[config.mk]
export PLATFORM = sky130hd
export DESIGN_NAME = axil_read_master_flat
export DESIGN_NICKNAME = d
export VERILOG_FILES = /design/src/rtl/axil_read_master_pkg.sv /design/src/rtl/axil_read_master_if.sv /design/src/rtl/axil_load_align.sv /design/src/rtl/axil_read_master.sv /design/src/flat_wrapper.sv
export SDC_FILE = /design/constraint.sdc
export NUM_CORES = 1
export LEC_CHECK = 0
export BUFFER_PORTS_ARGS = -buffer_cell sky130_fd_sc_hd__buf_2
export CORE_ASPECT_RATIO = 1.4
export CORE_MARGIN = 2
export CORE_UTILIZATION = 53
export CTS_CLUSTER_DIAMETER = 120
export DETAILED_ROUTE_END_ITERATION = 10
export PLACE_DENSITY = 0.87
export RECOVER_POWER = 50
export SETUP_SLACK_MARGIN = 0.1
export SYNTH_ARGS = -nofsm -noshare
export SYNTH_HDL_FRONTEND = slang
export SYNTH_SLANG_ARGS = --single-unit
[constraint.sdc]
create_clock -name clk -period 2.75 [get_ports clk]
set_input_delay 0.1375 -clock clk [delete_from_list [all_inputs] [get_ports clk]]
set_output_delay 0.1375 -clock clk [all_outputs]
set_load 0.01 [all_outputs]
[src/rtl/axil_read_master_pkg.sv]
// axil_read_master_pkg: shared encodings for the AXI-Lite read path
package axil_read_master_pkg;
    typedef enum logic [2:0] {IDLE, AR, R, RESP, DRAIN} state_e;
    localparam logic [1:0] SIZE_B = 2'd0, SIZE_H = 2'd1, SIZE_W = 2'd2;
    localparam logic [1:0] OKAY = 2'b00, EXOKAY = 2'b01, SLVERR = 2'b10, DECERR = 2'b11;
    function automatic logic misaligned(input logic [1:0] size, input logic [1:0] off);
        return (size == SIZE_B) ? 1'b0 : (size == SIZE_H) ? off[0] : (size == SIZE_W) ? |off : 1'b1;
    endfunction
endpackage

[src/rtl/axil_read_master_if.sv]
// axil_read_master_if: core load request/response plus AXI-Lite AR/R channels
interface axil_read_master_if #(parameter int DATA_WIDTH = 32, parameter int ADDR_WIDTH = 32);
    logic                  req_valid, req_ready, req_signed;
    logic [ADDR_WIDTH-1:0] req_addr;
    logic [1:0]            req_size;
    logic                  resp_valid, resp_ready, resp_err;
    logic [DATA_WIDTH-1:0] resp_data;
    logic [ADDR_WIDTH-1:0] m_araddr;
    logic                  m_arvalid, m_arready, m_rvalid, m_rready;
    logic [DATA_WIDTH-1:0] m_rdata;
    logic [1:0]            m_rresp;
    modport master (
        input  req_valid, req_addr, req_size, req_signed, resp_ready, m_arready, m_rdata, m_rresp, m_rvalid,
        output req_ready, resp_valid, resp_data, resp_err, m_araddr, m_arvalid, m_rready
    );
    modport slave (
        output req_valid, req_addr, req_size, req_signed, resp_ready, m_arready, m_rdata, m_rresp, m_rvalid,
        input  req_ready, resp_valid, resp_data, resp_err, m_araddr, m_arvalid, m_rready
    );
endinterface

[src/rtl/axil_load_align.sv]
// axil_load_align: byte-lane extraction and sign/zero extension of a 32-bit load beat
module axil_load_align import axil_read_master_pkg::*; (
    input  logic [31:0] rdata_i,
    input  logic [1:0]  off_i,
    input  logic [1:0]  size_i,
    input  logic        signed_i,
    output logic [31:0] data_o
);
    logic [7:0]  b;
    logic [15:0] h;
    assign b = rdata_i[{off_i, 3'b000} +: 8];
    assign h = rdata_i[{off_i[1], 4'b0000} +: 16];
    assign data_o = (size_i == SIZE_B) ? {{24{signed_i & b[7]}}, b}
                  : (size_i == SIZE_H) ? {{16{signed_i & h[15]}}, h} : rdata_i;
endmodule

[src/rtl/axil_read_master.sv]
// axil_read_master: single-outstanding AXI-Lite load initiator with alignment, error and timeout handling
module axil_read_master import axil_read_master_pkg::*; #(
    parameter int DATA_WIDTH     = 32,
    parameter int ADDR_WIDTH     = 32,
    parameter int TIMEOUT_CYCLES = 255
) (
    input logic clk,
    input logic rst,
    axil_read_master_if.master bus
);
    localparam int CW = $clog2(TIMEOUT_CYCLES + 1);
    state_e                state_q, state_d;
    logic [ADDR_WIDTH-1:0] addr_q, addr_d;
    logic [1:0]            size_q, size_d;
    logic                  sgn_q, sgn_d, err_q, err_d, pend_q, pend_d, live_q;
    logic [DATA_WIDTH-1:0] data_q, data_d, aligned;
    logic [CW-1:0]         cnt_q, cnt_d;
    logic                  bus_err;
    axil_load_align u_align (
        .rdata_i (bus.m_rdata),
        .off_i   (addr_q[1:0]),
        .size_i  (size_q),
        .signed_i(sgn_q),
        .data_o  (aligned)
    );
    assign bus_err = (bus.m_rresp == SLVERR) || (bus.m_rresp == DECERR);
    always_ff @(posedge clk) begin
        if (rst) begin
            state_q <= IDLE;
            addr_q  <= '0;
            size_q  <= '0;
            sgn_q   <= 1'b0;
            data_q  <= '0;
            err_q   <= 1'b0;
            pend_q  <= 1'b0;
            cnt_q   <= '0;
            live_q  <= 1'b0;
        end else begin
            state_q <= state_d;
            addr_q  <= addr_d;
            size_q  <= size_d;
            sgn_q   <= sgn_d;
            data_q  <= data_d;
            err_q   <= err_d;
            pend_q  <= pend_d;
            cnt_q   <= cnt_d;
            live_q  <= 1'b1;
        end
    end
    always_comb begin
        state_d = state_q;
        addr_d  = addr_q;
        size_d  = size_q;
        sgn_d   = sgn_q;
        data_d  = data_q;
        err_d   = err_q;
        pend_d  = pend_q;
        cnt_d   = (state_q != R) ? '0 : (cnt_q == CW'(TIMEOUT_CYCLES)) ? cnt_q : cnt_q + 1'b1;
        case (state_q)
            IDLE: if (bus.req_valid && live_q) begin
                addr_d  = bus.req_addr;
                size_d  = bus.req_size;
                sgn_d   = bus.req_signed;
                data_d  = '0;
                err_d   = misaligned(bus.req_size, bus.req_addr[1:0]);
                state_d = err_d ? RESP : AR;
            end
            AR: state_d = bus.m_arready ? R : AR;
            // a beat in the timeout cycle still wins over the timeout
            R: if (bus.m_rvalid) begin
                data_d  = bus_err ? '0 : aligned;
                err_d   = bus_err;
                state_d = RESP;
            end else if (cnt_q == CW'(TIMEOUT_CYCLES - 1)) begin
                data_d  = '0;
                err_d   = 1'b1;
                pend_d  = 1'b1;
                state_d = RESP;
            end
            RESP: begin
                pend_d  = pend_q && !bus.m_rvalid;
                state_d = !bus.resp_ready ? RESP : pend_d ? DRAIN : IDLE;
            end
            DRAIN: state_d = bus.m_rvalid ? IDLE : DRAIN;
            default: state_d = IDLE;
        endcase
    end
    assign bus.req_ready  = live_q && (state_q == IDLE);
    assign bus.m_arvalid  = (state_q == AR);
    assign bus.m_araddr   = {addr_q[ADDR_WIDTH-1:2], 2'b00};
    assign bus.m_rready   = (state_q == R) || (state_q == DRAIN) || ((state_q == RESP) && pend_q);
    assign bus.resp_valid = (state_q == RESP);
    assign bus.resp_data  = data_q;
    assign bus.resp_err   = err_q;
endmodule

[src/flat_wrapper.sv]
// flat-port wrapper written by rule: the top's interface ports become plain ports
module axil_read_master_flat import axil_read_master_pkg::*;
#(
    parameter int DATA_WIDTH     = 32,
    parameter int ADDR_WIDTH     = 32,
    parameter int TIMEOUT_CYCLES = 255
)
  (clk, rst, bus_req_valid, bus_req_addr, bus_req_size, bus_req_signed, bus_resp_ready, bus_m_arready, bus_m_rdata, bus_m_rresp, bus_m_rvalid, bus_req_ready, bus_resp_valid, bus_resp_data, bus_resp_err, bus_m_araddr, bus_m_arvalid, bus_m_rready);
  axil_read_master_if #(.DATA_WIDTH(DATA_WIDTH), .ADDR_WIDTH(ADDR_WIDTH)) bus_i ();
  input logic clk;
  input logic rst;
  input wire logic [$bits(bus_i.req_valid)-1:0] bus_req_valid;
  input wire logic [$bits(bus_i.req_addr)-1:0] bus_req_addr;
  input wire logic [$bits(bus_i.req_size)-1:0] bus_req_size;
  input wire logic [$bits(bus_i.req_signed)-1:0] bus_req_signed;
  input wire logic [$bits(bus_i.resp_ready)-1:0] bus_resp_ready;
  input wire logic [$bits(bus_i.m_arready)-1:0] bus_m_arready;
  input wire logic [$bits(bus_i.m_rdata)-1:0] bus_m_rdata;
  input wire logic [$bits(bus_i.m_rresp)-1:0] bus_m_rresp;
  input wire logic [$bits(bus_i.m_rvalid)-1:0] bus_m_rvalid;
  output wire logic [$bits(bus_i.req_ready)-1:0] bus_req_ready;
  output wire logic [$bits(bus_i.resp_valid)-1:0] bus_resp_valid;
  output wire logic [$bits(bus_i.resp_data)-1:0] bus_resp_data;
  output wire logic [$bits(bus_i.resp_err)-1:0] bus_resp_err;
  output wire logic [$bits(bus_i.m_araddr)-1:0] bus_m_araddr;
  output wire logic [$bits(bus_i.m_arvalid)-1:0] bus_m_arvalid;
  output wire logic [$bits(bus_i.m_rready)-1:0] bus_m_rready;
  assign bus_i.req_valid = bus_req_valid;
  assign bus_i.req_addr = bus_req_addr;
  assign bus_i.req_size = bus_req_size;
  assign bus_i.req_signed = bus_req_signed;
  assign bus_i.resp_ready = bus_resp_ready;
  assign bus_i.m_arready = bus_m_arready;
  assign bus_i.m_rdata = bus_m_rdata;
  assign bus_i.m_rresp = bus_m_rresp;
  assign bus_i.m_rvalid = bus_m_rvalid;
  assign bus_req_ready = bus_i.req_ready;
  assign bus_resp_valid = bus_i.resp_valid;
  assign bus_resp_data = bus_i.resp_data;
  assign bus_resp_err = bus_i.resp_err;
  assign bus_m_araddr = bus_i.m_araddr;
  assign bus_m_arvalid = bus_i.m_arvalid;
  assign bus_m_rready = bus_i.m_rready;
  axil_read_master #(.DATA_WIDTH(DATA_WIDTH), .ADDR_WIDTH(ADDR_WIDTH), .TIMEOUT_CYCLES(TIMEOUT_CYCLES)) u_core (.clk(clk), .rst(rst), .bus(bus_i));
endmodule
==> flow_summary.json, run 1 <==
{
  "status": "finished, violations left",
  "violations": "max-capacitance violations, max-slew violations",
  "cp_max_fo": 12,
  "wl_per_cell_microns": 14.6,
  "async_reset_ff_share_pct": 0,
  "synth-edff-count": 0,
  "synthSimpleGateAreaFrac_pct": 18.3,
  "io_pins": 144,
  "place_congestion": 0.892,
  "cts-htree-levels": 3,
  "vias_per_cell": 5.52,
  "fmax_ghz": 0.492,
  "slew_headroom_pct": -16.8,
  "synth_seq_cells": 81,
  "hold_buffers": 0,
  "hpwl_mm": 7.13,
  "hold_ws_ns": 0.0250,
  "die_w_microns": 76.9,
  "cp-start-kind": "flip-flop",
  "p_comb_share_pct": 15.6,
  "m1WireLength_mm": 3.74,
  "drt-initial-drc-count": 166,
  "ant_nets": 0,
  "synthMuxAreaShare_pct": 4.83,
  "grt_overflow_total": 0,
  "switching_share_pct": 28.1,
  "fin_cells": 654,
  "tightest_slew_ns": 1.75,
  "grt_pass1_vias": 3413,
  "top_layer": "met4",
  "gr-usage-all-layers_pct": 23.4,
  "crit_chain": "or3b_1, or3_4, a31o_2, o2bb2ai_1",
  "place_ws_ns": 0.739,
  "pwr-share-seq_pct": 50.4,
  "min_path_type": "in -> reg",
  "synth_cell_type_count": 48,
  "r2r-start": "u_core.state_q[1]",
  "crit_slowest_cell": "dfxtp_1",
  "post-route-util_pct": 62.4,
  "coreArea_sq_um": 7270,
  "synth_fa_ha_area_share_pct": 0.635,
  "synthCells": 458,
  "tritoncts": "yes",
  "powerDensity_nw_per_um2": 551,
  "hold_viol": 0,
  "cts-buffers-inserted": 9,
  "synth_area_per_cell_sq_um": 8.60,
  "r2r_cells": 4,
  "netSwitchingPower_uw": 703,
  "wl_mm": 9.54,
  "cp-endpoint": "u_core.bus.resp_data[16]",
  "drt_first_pass_iters": 4,
  "synth_compound_area_share_pct": 22.6,
  "crit_type": "reg -> reg",
  "fin_ws_ns": 0.717,
  "insertion_delay_ns": 0.34,
  "setup_viol": 0,
  "ys_seq_area_share_pct": 41.2,
  "cts_sinks": 81,
  "yosysTopAreaCell": "dfxtp_1",
  "num_antenna_cells": 0,
  "start_util_pct": 54.2,
  "fin_crit_ns": 2.03,
  "cp.arrival_ns": 2.31,
  "die-area_sq_um": 8150,
  "synthTopCellsByArea": "dfxtp_1, nand2_1, buf_4",
  "layout.nets": 629,
  "power_leakage_uw": 0.00176,
  "maxCapViolCount": 1,
  "yosys.area.top_type_share_pct": 41.2,
  "synthFlopType": "dfxtp_1",
  "area.growth.synth_to_final_pct": 15.1,
  "holdPathStages": 2,
  "clkTransAtPathRegs_ns": 0.08,
  "rr_endpoint": "u_core.bus.resp_data[16]",
  "p_clk_share_pct": 34.0,
  "grt_pass1_wl_mm": 15.4,
  "portBuffers": 140,
  "clk_path_buf_depth": 2,
  "rows": 37,
  "cp_slowest_stage_delay_ns": 0.51,
  "finClkSkew_ns": 0.0114,
  "cts_resized": 0,
  "ir_drop_v": 0.000332,
  "cts_root_buffer": "clkbuf_8",
  "grt_max_degree": 43,
  "min_period_over_period_pct": 73.9,
  "fin_setup_tns_ns": 0,
  "worstSetupEndpointType": "flip-flop",
  "drcViolationCount": 0,
  "synth_top_family_by_area": "compound AO/OA/AOI/OAI gates",
  "ys_warn_count": 0,
  "p_int_uw": 1800,
  "dr_wl_met2_mm": 4.64,
  "netlist_area_sq_um": 3940,
  "wl_met3_microns": 817,
  "grt_antenna_before_repair": 0,
  "die_h_microns": 106,
  "synth_xor_area_share_pct": 1.11,
  "slew_violations": 43,
  "num_vias": 3607,
  "rsz0062_at_grt": "false",
  "required_ns": 3.02,
  "crit_start": "u_core.state_q[1]",
  "cts_setup_buffers": 0,
  "placedCellCount": 638,
  "drive_gt1_share_pct": 20.8,
  "rrSetupSlack_ns": 0.72
}
## state kept, by name, summed over array words and instances, names as in the netlist
signal / count
u_core.addr_q: 32
u_core.bus.resp_data: 32
u_core.cnt_q: 8
u_core.state_q: 3
u_core.size_q: 2
u_core.bus.resp_err: 1
u_core.live_q: 1
u_core.pend_q: 1
u_core.sgn_q: 1
## cells by family (layout without fill, tap and decap cells)
| logic type | after synthesis | in the layout |
|---|---|---|
| AND/OR/NAND/NOR | 160 | 160 |
| other | 1 | 2 |
| flip-flops | 81 | 81 |
| AO/OA/AOI/OAI | 121 | 121 |
| multiplexers | 10 | 10 |
| adder cells (fa/ha/maj) | 2 | 2 |
| XOR/XNOR | 5 | 5 |
| buffers and inverters | 78 | 176 |
## cells in the final DEF (no fill, tap or decap), types with 5 or more instances in the layout
master,netlist,layout
a21oi_1,45,44
a221o_1,8,8
a22o_1,15,15
a2bb2oi_1,7,7
buf_2,7,73
buf_4,32,7
clkbuf_1,20,68
clkbuf_8,0,9
dfxtp_1,81,81
inv_1,12,12
mux4_2,7,7
nand2_1,88,88
nand3_1,16,16
nor2_1,18,18
nor3_1,15,15
o21ai_0,5,5
o22ai_1,16,16
o2bb2ai_1,9,9
o2bb2ai_2,7,7
## routing by layer
layer  global-route usage [%]  up-vias
met1                     25.4     1641
met2                     40.9      173
met5                        0        -
li1                         -     1771
met4                     12.5        0
met3                     6.79       22
## cell usage after synthesis (2+ instances only)
master     count
and3_1         4
a2bb2oi_1      7
nor3b_1        2
nor2_1        18
o2bb2ai_1      9
clkbuf_1      20
mux4_2         7
a22o_1        15
o21ai_0        5
buf_6          3
a211oi_1       2
dfxtp_1       81
nand2b_1       4
nor3_1        15
buf_4         32
ha_1           2
mux2_2         2
nand3_1       16
nand2_1       88
a21oi_1       45
o22ai_1       16
xor2_1         2
xnor2_1        3
o2bb2ai_2      7
buf_1          3
buf_2          7
a221o_1        8
inv_1         12
nand3b_1       4
## per-stage QoR
stage          area (sq um)  total power, uW
2_1_floorplan          3940             1570
3_3_place_gp           4430             1670
3_5_place_dp           4430             1690
4_1_cts                4620             2540
5_1_grt                4540             2630
6_report               4540             2500
## final cells by class
| class | instances | area, sq um |
|---|---|---|
| well taps | 97 | 121 |
| fillers | 686 | 2730 |
| repair buffers | 147 | 669 |
| clock buffers | 10 | 128 |
| flip-flops and latches | 81 | 1620 |
| multi-input cells | 300 | 1880 |
| inverters | 13 | 48.8 |
| clock inverters | 6 | 68.8 |
## critical path: cells and delay by family (launching register included)
family / cells / cell delay, ns
DFF: 1 / 0.51
AOI/OAI and AO/OA: 2 / 0.50
and+or+nand+nor: 2 / 0.95
## how the worst min path moves through the flow
stage | startpoint | slack (ns) | end
final | bus_m_rvalid | 0.03 | u_core.state_q[2]
after global routing | bus_req_addr[9] | 0.02 | u_core.addr_q[9]
after CTS | bus_m_rvalid | 0.007 | u_core.state_q[2]
after detailed placement | bus_m_rvalid | 0.38 | u_core.state_q[2]
after global placement | bus_m_rvalid | 0.38 | u_core.state_q[2]
after floorplan | bus_m_rvalid | 0.21 | u_core.state_q[2]
## power groups by stage
stage / Sequential (uW) / Combinational (uW) / Clock (uW)
2_1_floorplan: 1270 / 301 / 0
3_3_place_gp: 1280 / 391 / 0
3_5_place_dp: 1290 / 400 / 0
4_1_cts: 1260 / 402 / 878
5_1_grt: 1270 / 431 / 927
6_report: 1260 / 390 / 851
Power figures use the tool's default switching activity.
==> run 2: changes to the inputs <==
- CORE_UTILIZATION: 53 -> 45
- PLACE_DENSITY: 0.87 -> 0.79
- clock period: 2.75 -> 1.7 ns (I/O delays scaled with it)
==> flow_summary.json, run 2 (same netlist as run 1, synthesis figures left out) <==
{
  "status": "completed",
  "coreArea_sq_um": 8560,
  "fin_cells": 721,
  "fin_crit_ns": 1.69,
  "layout.nets": 688,
  "die_w_microns": 83.1,
  "power_leakage_uw": 0.00245,
  "placed_area_sq_um": 4620,
  "rows": 40,
  "final_cell_area_sq_um": 5540,
  "wl_per_cell_microns": 16.7,
  "num_vias": 4053,
  "die-area_sq_um": 9530,
  "r2r_cells": 4,
  "r2r-start": "u_core.state_q[1]",
  "multi_input_area_sq_um": 2070,
  "netSwitchingPower_uw": 1280,
  "place_ws_ns": -0.0559,
  "ant_nets": 0,
  "ir_drop_v": 0.000573,
  "min_path_type": "in -> reg",
  "cp.arrival_ns": 1.97,
  "drcViolationCount": 0,
  "min_period_over_period_pct": 99.4,
  "hold_viol": 0,
  "pwr-share-seq_pct": 40.8,
  "worstSetupEndpointType": "flip-flop",
  "cts_root_buffer": "clkbuf_16",
  "switching_share_pct": 25.8,
  "die_h_microns": 115,
  "drive_gt1_share_pct": 37.7,
  "drt_first_pass_iters": 5,
  "grt_antenna_before_repair": 0,
  "drt-initial-drc-count": 221,
  "finClkSkew_ns": 0.00653,
  "fmax_ghz": 0.592,
  "nFillCells": 681,
  "required_ns": 1.98,
  "cp-start-kind": "flip-flop",
  "clkTransAtPathRegs_ns": 0.06,
  "rsz0062_at_grt": "true",
  "rrSetupSlack_ns": 0.01,
  "final_cell_mix": "buf_2, nand2_1, dfxtp_1, a21oi_1, dlygate4sd3_1",
  "hpwl_mm": 7.58,
  "crit_type": "reg -> reg",
  "slew_violations": 0,
  "fin_ws_ns": 0.0105,
  "area.growth.synth_to_final_pct": 40.7,
  "grt_max_degree": 36,
  "gr-usage-all-layers_pct": 23.8,
  "crit_start": "u_core.state_q[1]",
  "place_congestion": 0.854,
  "cts-htree-levels": 3,
  "register_area_sq_um": 1630,
  "rr_endpoint": "u_core.bus.resp_data[10]",
  "powerDensity_nw_per_um2": 892,
  "mostFrequentLayoutCell": "buf_2",
  "placedCellCount": 665,
  "io_pins": 144,
  "insertion_delay_ns": 0.33,
  "wl_mm": 12.0,
  "cts_sinks": 81,
  "grt_pass1_vias": 3906,
  "maxCapViolCount": 0,
  "portBuffers": 140,
  "fin_setup_tns_ns": 0,
  "num_antenna_cells": 0,
  "cts-buffers-inserted": 9,
  "setup_viol": 0,
  "grt_overflow_total": 0,
  "tritoncts": "yes",
  "p_clk_share_pct": 40.4,
  "p_int_uw": 3670,
  "clk_path_buf_depth": 2,
  "start_util_pct": 46.0,
  "vias_per_cell": 5.62,
  "cp_max_fo": 7,
  "p_comb_share_pct": 18.8,
  "cp-endpoint": "u_core.bus.resp_data[10]",
  "grt_pass1_wl_mm": 18.3
}
-- run 2: cell types whose count changed in the layout (fill, tap and decap cells not counted), sizes merged --
cell         before  now
a31o              1    2
buf              80  169
clkbuf           77   16
clkinvlp          4    0
dlygate4sd3       0   33
or3               1    2
-- run 2: worst min-delay path by stage --
stage,end,startpoint,depth (start not counted)
global route,u_core.size_q[0],bus_req_size[0],3
finish,u_core.addr_q[15],bus_req_addr[15],3
CTS,u_core.addr_q[15],bus_req_addr[15],3
global placement,u_core.state_q[2],bus_m_rvalid,2
floorplan,u_core.state_q[2],bus_m_rvalid,1
detailed placement,u_core.state_q[2],bus_m_rvalid,2
-- run 2: final cells by class --
type	count	share of cell area, %
clock buffer	14	4.94
clock inverter	2	0.632
inverter	13	0.880
multi-input combinational	302	37.4
sequential	81	29.3
tap	105	2.37
timing repair buffer	204	24.5
-- run 2: critical path, stage by stage, from the launching register on --
cell,delay [ns]
dfxtp_2,0.33
or3b_4,0.41
or3_4,0.45
a31oi_4,0.28
a22o_1,0.17
-- run 2: what timing repair did --
| item | in CTS | in global routing |
|---|---|---|
| gates resized for setup | 11 | 24 |
| hold endpoints to repair | 33 | 0 |
| hold buffers | 33 | 0 |
| pin swaps | 10 | 8 |
| setup endpoints to repair | 32 | 71 |
| setup buffers | 0 | 2 |
| gates cloned | 2 | 3 |
-- run 2: metrics by stage --
stage / util, % / hold WS (ns) / total power (uW)
after floorplan: - / 0.158 / 2530
after CTS: 62.3 / 0.00152 / 4860
after global routing: 64.8 / 0.0294 / 5160
final: 64.8 / 0.00805 / 4940
after detailed placement: 53.9 / 0.322 / 2790
after global placement: 53.9 / 0.324 / 2770
-- run 2: power groups by stage --
| stage | registers [uW] | logic, uW | clock network (uW) |
|---|---|---|---|
| floorplan | 2050 | 487 | 0 |
| global placement | 2050 | 722 | 0 |
| detailed placement | 2050 | 739 | 0 |
| CTS | 2010 | 813 | 2040 |
| global route | 2020 | 1000 | 2130 |
| finish | 2020 | 930 | 2000 |
-- run 2: per-layer routing --
metal | wire [microns] | global-route usage (%) | vias to the layer above
met2 | 6140 | 42.5 | 221
met4 | 392 | 11.7 | 0
met3 | 1130 | 7.07 | 35
met1 | 4390 | 25.8 | 1894
li1 | - | - | 1903
met5 | 0 | 0 | -
